### config.mk
export PLATFORM = sky130hd
export DESIGN_NAME = periph_timer
export DESIGN_NICKNAME = d
export VERILOG_FILES = /design/src/rtl/periph_timer_pkg.sv /design/src/rtl/periph_timer_prescaler.sv /design/src/rtl/periph_timer.sv
export SDC_FILE = /design/constraint.sdc
export NUM_CORES = 1
export LEC_CHECK = 0
export ABC_CLOCK_PERIOD_IN_PS = 3600
export CAP_MARGIN = 20
export CORE_MARGIN = 3
export CORE_UTILIZATION = 56
export CTS_BUF_LIST = sky130_fd_sc_hd__clkbuf_4
export DETAILED_ROUTE_END_ITERATION = 6
export PLACE_DENSITY = 0.91
export RECOVER_POWER = 50
export SYNTH_ARGS = -nofsm -noshare
export SYNTH_HDL_FRONTEND = slang
export SYNTH_SLANG_ARGS = --single-unit
### constraint.sdc
create_clock -name clk -period 3.6 [get_ports clk]
set_clock_uncertainty 0.2 [all_clocks]
set_input_delay 0.54 -clock clk [delete_from_list [all_inputs] [get_ports clk]]
set_output_delay 0.54 -clock clk [all_outputs]
set_load 0.05 [all_outputs]
### src/rtl/periph_timer_pkg.sv
// periph_timer shared definitions: register map, field positions, FSM states.
package periph_timer_pkg;

    localparam int unsigned DATA_W     = 32;
    localparam int unsigned ADDR_W     = 2;
    localparam int unsigned PRESCALE_W = 8;

    localparam logic [ADDR_W-1:0] ADDR_CTRL   = 2'd0;
    localparam logic [ADDR_W-1:0] ADDR_LOAD   = 2'd1;
    localparam logic [ADDR_W-1:0] ADDR_COUNT  = 2'd2;
    localparam logic [ADDR_W-1:0] ADDR_STATUS = 2'd3;

    localparam int unsigned CTRL_EN_BIT       = 0;
    localparam int unsigned CTRL_AUTO_BIT     = 1;
    localparam int unsigned CTRL_IE_BIT       = 2;
    localparam int unsigned CTRL_PRESCALE_LSB = 8;
    localparam int unsigned CTRL_PRESCALE_MSB = 15;

    localparam int unsigned STATUS_EXPIRED_BIT = 0;
    localparam int unsigned STATUS_RUNNING_BIT = 1;

    typedef enum logic [1:0] {
        ST_IDLE = 2'd0,
        ST_RUN  = 2'd1,
        ST_DONE = 2'd2
    } state_e;

endpackage

### src/rtl/periph_timer_prescaler.sv
// Tick divider: asserts tick when the count reaches divisor, then restarts.
module periph_timer_prescaler
    import periph_timer_pkg::*;
(
    input  logic                  clk,
    input  logic                  reset,
    input  logic                  clear,
    input  logic [PRESCALE_W-1:0] divisor,
    output logic                  tick
);

    logic [PRESCALE_W-1:0] cnt_q;

    assign tick = (cnt_q == divisor);

    // Divider counter; clear restarts the period from zero.
    always_ff @(posedge clk) begin
        if (reset || clear || tick) begin
            cnt_q <= '0;
        end else begin
            cnt_q <= cnt_q + PRESCALE_W'(1);
        end
    end

endmodule

### src/rtl/periph_timer.sv
// Memory-mapped down-counting timer with one-shot/auto-reload and level irq.
// Optional prescaler enabled by defining PERIPH_TIMER_PRESCALE_EN.
module periph_timer
    import periph_timer_pkg::*;
(
    input  logic              clk,
    input  logic              reset,
    input  logic              CE,
    input  logic              PWE,
    input  logic [ADDR_W-1:0] addr,
    input  logic [DATA_W-1:0] wdata,
    output logic [DATA_W-1:0] rdata,
    output logic              irq
);

    state_e              state_q, state_d;
    logic                en_q, en_d;
    logic                auto_q, auto_d;
    logic                ie_q, ie_d;
    logic                expired_q, expired_d;
    logic [DATA_W-1:0]   load_q, load_d;
    logic [DATA_W-1:0]   count_q, count_d;
    logic [PRESCALE_W-1:0] prescale_rd_c;
    logic                tick_c;
    logic                wr_c;
    logic                start_c;

    assign wr_c    = CE && PWE;
    assign start_c = wr_c && (addr == ADDR_CTRL) && wdata[CTRL_EN_BIT] && !en_q;

`ifdef PERIPH_TIMER_PRESCALE_EN
    logic [PRESCALE_W-1:0] prescale_q, prescale_d;
    logic                  presc_clear_c;

    // Divider only runs while counting and restarts on every enable.
    assign presc_clear_c = (state_q != ST_RUN) || start_c;
    assign prescale_rd_c = prescale_q;

    periph_timer_prescaler u_prescaler (
        .clk     (clk),
        .reset   (reset),
        .clear   (presc_clear_c),
        .divisor (prescale_q),
        .tick    (tick_c)
    );

    // Prescale field register.
    always_ff @(posedge clk) begin
        if (reset) prescale_q <= '0;
        else       prescale_q <= prescale_d;
    end

    // Prescale field is written by any CTRL store.
    always_comb begin
        prescale_d = prescale_q;
        if (wr_c && (addr == ADDR_CTRL)) begin
            prescale_d = wdata[CTRL_PRESCALE_MSB:CTRL_PRESCALE_LSB];
        end
    end
`else
    assign tick_c        = 1'b1;
    assign prescale_rd_c = '0;
`endif

    // State and register file.
    always_ff @(posedge clk) begin
        if (reset) begin
            state_q   <= ST_IDLE;
            en_q      <= 1'b0;
            auto_q    <= 1'b0;
            ie_q      <= 1'b0;
            expired_q <= 1'b0;
            load_q    <= '0;
            count_q   <= '0;
        end else begin
            state_q   <= state_d;
            en_q      <= en_d;
            auto_q    <= auto_d;
            ie_q      <= ie_d;
            expired_q <= expired_d;
            load_q    <= load_d;
            count_q   <= count_d;
        end
    end

    // Next-state: bus writes, countdown and expiry; expiry beats W1C, COUNT write beats all.
    always_comb begin
        state_d   = state_q;
        en_d      = en_q;
        auto_d    = auto_q;
        ie_d      = ie_q;
        expired_d = expired_q;
        load_d    = load_q;
        count_d   = count_q;

        if (wr_c && (addr == ADDR_CTRL)) begin
            auto_d = wdata[CTRL_AUTO_BIT];
            ie_d   = wdata[CTRL_IE_BIT];
        end
        if (wr_c && (addr == ADDR_LOAD)) begin
            load_d = wdata;
        end
        if (wr_c && (addr == ADDR_STATUS) && wdata[STATUS_EXPIRED_BIT]) begin
            expired_d = 1'b0;
        end

        case (state_q)
            ST_IDLE, ST_DONE: begin
                if (start_c) begin
                    state_d = ST_RUN;
                    en_d    = 1'b1;
                    count_d = load_q;
                end
            end
            ST_RUN: begin
                if (wr_c && (addr == ADDR_CTRL) && !wdata[CTRL_EN_BIT]) begin
                    state_d = ST_IDLE;
                    en_d    = 1'b0;
                end else if (tick_c) begin
                    if (count_q == DATA_W'(0)) begin
                        expired_d = 1'b1;
                        en_d      = 1'b0;
                        state_d   = ST_DONE;
                    end else if (count_q == DATA_W'(1)) begin
                        expired_d = 1'b1;
                        if (auto_q) begin
                            count_d = load_q;
                        end else begin
                            count_d = '0;
                            en_d    = 1'b0;
                            state_d = ST_DONE;
                        end
                    end else begin
                        count_d = count_q - DATA_W'(1);
                    end
                end
            end
            default: begin
                state_d = ST_IDLE;
                en_d    = 1'b0;
            end
        endcase

        if (wr_c && (addr == ADDR_COUNT)) begin
            count_d = wdata;
        end
    end

    // Zero-latency read mux, gated by chip enable.
    always_comb begin
        rdata = '0;
        if (CE) begin
            case (addr)
                ADDR_CTRL:   rdata = {16'b0, prescale_rd_c, 5'b0, ie_q, auto_q, en_q};
                ADDR_LOAD:   rdata = load_q;
                ADDR_COUNT:  rdata = count_q;
                ADDR_STATUS: rdata = {30'b0, (state_q == ST_RUN), expired_q};
                default:     rdata = '0;
            endcase
        end
    end

    assign irq = expired_q & ie_q;

endmodule

### Yosys cells after proc, flatten, opt, wreduce, memory -nomap -nowiden

Cells that the tools add are included.

* muxes and demuxes: 26
* eq/ne operators: 12
* reductions and logical operators: 18
* bitwise operators: 1
* shifts and indexed selects: 0
* $lt $le $gt $ge: 0
* multiply operators: 0
* div/mod/pow operators: 0
* $add $sub $neg: 1

Operators with widths (number)
* $mux W32: 7
* $pmux W32 S4: 1
* $pmux W32 S2: 1
* $eq A32 B1 Y1 const B: 1
* $logic_not A32 Y1: 1
* $sub A32 B1 Y32 const B: 1
* $mux W1: 10
* $mux W2: 5
* $logic_and A1 B1 Y1: 9
* $ne A3 B3 Y1 const B: 3
* $ne A4 B4 Y1 const B: 2
* $eq A2 B2 Y1 const B: 3
* $eq A2 B1 Y1 const B: 2
* $logic_not A2 Y1: 2
* $pmux W2 S2: 1
* $reduce_and A4 Y1: 1
* $reduce_and A3 Y1: 1
* $reduce_bool A3 Y1: 1
* $logic_not A1 Y1: 2
* $ne A2 B2 Y1 const B: 1
* $pmux W1 S2: 1
* $reduce_or A2 Y1: 1
* $and A1 B1 Y1: 1

* output and inout bits: 33
* bits of input ports: 38
* logic and storage cells: 65
* latch bits: 0
* memories: 0
* memory bits (writable): 0
* flip-flop bits (word level): 70
* memory bits (read-only): 0

### Logic depth before layout (Yosys ltp)

* depth after elaboration: 8
* depth in mapped cells: 10
* mapped depth without buffers: 8

### Least setup slack after synthesis

OpenSTA, ideal clock, no wires.

* kind: input to output
* start: input addr[1]
* end: output rdata[21]
* stages on the path: 6
* setup slack: 0.456 ns
* data required time: 2.860 ns
* buffers on the path: 3
* arrival time: 2.404 ns
* path through: clkbuf_1 nor2b_1 clkbuf_1 clkbuf_1 a22oi_1 nor2b_1

* word-level cells in the longest chain between the ends: 3
* elaborated cells between the ends (all ways): 6
* those cells by class: eq/ne: 3; mux: 2; reduce/logical: 1

RTL lines
* start, declared: line periph_timer.sv:10 `input logic [ADDR_W-1:0] addr,`
* $eq A2 B2 Y1, or another cell as far along: line periph_timer.sv:153 `case (addr)`
* $pmux W32 S4 *: line periph_timer.sv:153
* $mux W32 *: line periph_timer.sv:152 `if (CE) begin`
* end, declared: line periph_timer.sv:12 `output logic [DATA_W-1:0] rdata,`

Every way passes the cells marked *; elsewhere a longest branch is shown, timed or not.

### Worst setup path in the final report

* start: input addr[0]
* end: output rdata[27]

The elaborated chain is that of the path after synthesis.

==> flow_summary.yaml <==
die:
  core-area_um2: 7450
  rows: 31
  die_width_um: 94.6
  start_util_pct: 59.1
  die_area_um2: 8950
  die_height_um: 94.6
  pin_count: 71
clock_network:
  cts_setup_buffers: 0
  cts_buffers: 9
  root_buffer: "clkbuf_4"
  worstSkewPairLatency_ns: 0.43
  cts_max_level: 3
  clockBufferDepth: 2
  cts_hold_buffers: 0
  path_clk_slew_ns: 0.11
  postCtsResizedCells: 0
  cts_tree: "yes"
  clock_sinks: 69
logic_synthesis:
  yosysUniqueCellTypes: 62
  ys_warn_count: 0
  netlist.area_leader.share_pct: 31.4
  netlist_top_cells_count: "72 x nand2_1, 69 x dfxtp_1, 55 x a21oi_1"
  synth-main-ff-cell: "dfxtp_1"
  async_reset_ff_share_pct: 0
  syn_inst: 567
  ys_ff_latch: 69
  synth_most_common_cell: "nand2_1"
  syn_area_um2: 4400
  synth_seq_area_share_pct: 31.4
  synthesis.nets: 608
  synth_area_leaders: "dfxtp_1 31%, a22oi_1 7.5%, a21oi_1 6.3%"
  synth.avg_cell_area_um2: 7.76
  synthDominantAreaCellType: "dfxtp_1"
  synth_edf_count: 0
worst_setup_path:
  cp.arrival_ns: 2.68
  ff2ff_setup_slack_ns: 0.18
  critPathLaunchType: "input port"
  crit_path_frequent_cell: "nor2b_1"
  critPathMaxFanout: 32
  path_cells: "dlygate4sd3_1 > nor2b_1 > buf_4 > a22oi_1 > nor2b_1 > clkbuf_1"
  cp-end-kind: "output pin"
  critPathSlowestCell: "dlygate4sd3_1"
  cp.required_ns: 2.86
  slowest_delay_ns: 0.72
  critPathKind: "in2out"
timing:
  maxSlewViolCount: 0
  slew_headroom_pct: 42.6
  min_period_ns: 3.42
  holdWs_ns: 0.286
  rsz0062_at_grt: "false"
  tightest_slew_ns: 0.854
  fin_crit_sh_pct: 95.1
  hold_viol_final: 0
  max_freq_mhz: 292
  finalSetupViolations: 0
  fin_setup_tns_ns: 0
global_route:
  antenna_found_initial: 0
  grt_usage_pct: 31.7
  grt_max_degree: 37
  grt_first_pass_wirelength_um: 22900
  grt_pass1_vias: 4818
  overflow: 0
place:
  dp_hpwl_um: 9130
  gp_congestion: 0.946
  io_buffers: 70
drt:
  wirelength_um: 13900
  first_pass_iters: 6
  dr_total_vias: 4928
  drtIter0Drc: 632
  avgRoutedWirePerCell_um: 19.2
  postRouteAntennaNets: 0
  viasPerCell: 6.83
  drcViolationCount: 0
outcome:
  outcome: "completed"
pwr:
  power_per_cell_area_nw_per_um2: 297
  p_leak_nw: 1.92
  ir_drop_uv: 189
flow_run:
  cap_violations: 0
layout:
  area_growth_pct: 26.2
  nets: 658
  drive_gt1_share_pct: 14.8
  antennaDiodeCount: 0
  nFillCells: 501
min_path:
  hold_path.class: "reg2reg"
[where the power goes]
group	internal (mW)	leakage, nW	switching, mW
clock	0.208	0.0754	0.298
sequential	0.777	0.557	0.0156
combinational	0.150	1.29	0.198
[layer usage]
metal / vias up / GRT usage, % / share of wire [%] / wire length, um
li1: 2195 / - / - / -
met2: 417 / 50.8 / 46 / 6430
met5: - / 0 / 0 / 0
met4: 0 / 18.6 / 4.7 / 654
met1: 2223 / 39.1 / 37 / 5130
met3: 93 / 6.77 / 12 / 1660
[worst max-delay path: cells and delay by family]
| kind | cells | cell delay [ns] |
|---|---|---|
| compound gates | 1 | 0.15 |
| buf+inv | 3 | 1.62 |
| simple gates | 2 | 0.36 |
[cells in the final DEF (no fill, tap or decap), drive strengths merged, types with 7 or more instances in the layout]
| cell type | count |
|---|---|
| clkdlybuf4s50 | 34 |
| o22ai | 13 |
| nor2b | 32 |
| or4 | 8 |
| a21oi | 55 |
| dfxtp | 69 |
| nand2 | 72 |
| a22oi | 47 |
| o41ai | 11 |
| xnor2 | 12 |
| buf | 51 |
| clkbuf | 14 |
| xor2 | 7 |
| nor2 | 36 |
| nor4 | 11 |
| nand3b | 8 |
| nor3 | 26 |
| inv | 7 |
| o21ai | 18 |
| or3 | 13 |
[per-stage QoR]
stage / std cells / power, mW / worst slack (ns) / util, % / cell area (um2)
floorplan: 567 / 1.02 / 0.456 / - / 4400
global placement: 705 / 1.13 / 0.316 / 73.2 / 5450
detailed placement: 705 / 1.14 / 0.157 / 73.2 / 5450
CTS: 721 / 1.63 / 0.323 / 75.0 / 5590
global route: 721 / 1.70 / 0.112 / 74.5 / 5550
finish: 721 / 1.65 / 0.175 / 74.5 / 5550
[kinds of logic after synthesis]
kind of cell | synth area share, %
DFF | 31.4
muxes | 1.71
buffers and inverters | 6.03
and+or+nand+nor | 27.2
xor gates and xnor gates | 3.78
AOI/OAI and AO/OA | 29.0
adders and majority gates | 0.854
[state kept, by name, summed over array words and instances, names as in the netlist]
register,count
en_q,1
ie_q,1
auto_q,1
expired_q,1
state_q,1
count_q,32
load_q,32
[path summary, 6_finish.rpt]
kind                                  start          to  cells past startpoint
worst max register to register  count_q[26]  count_q[6]                      6
worst min-delay path              load_q[6]   load_q[6]                      2
worst min register to register    load_q[6]   load_q[6]                      2
worst max-delay path                addr[0]   rdata[27]                      6
[layout make-up]
type | count | area [um2] | share of cell area [%]
clock buffer | 9 | 67.6 | 1.22
tap | 99 | 124 | 2.23
multi-input combinational | 437 | 2750 | 49.6
inverter | 7 | 26.3 | 0.474
timing repair buffer | 93 | 1130 | 20.4
clock inverter | 7 | 66.3 | 1.20
sequential | 69 | 1380 | 24.9
No activity file was read; power rests on OpenSTA's default activity.
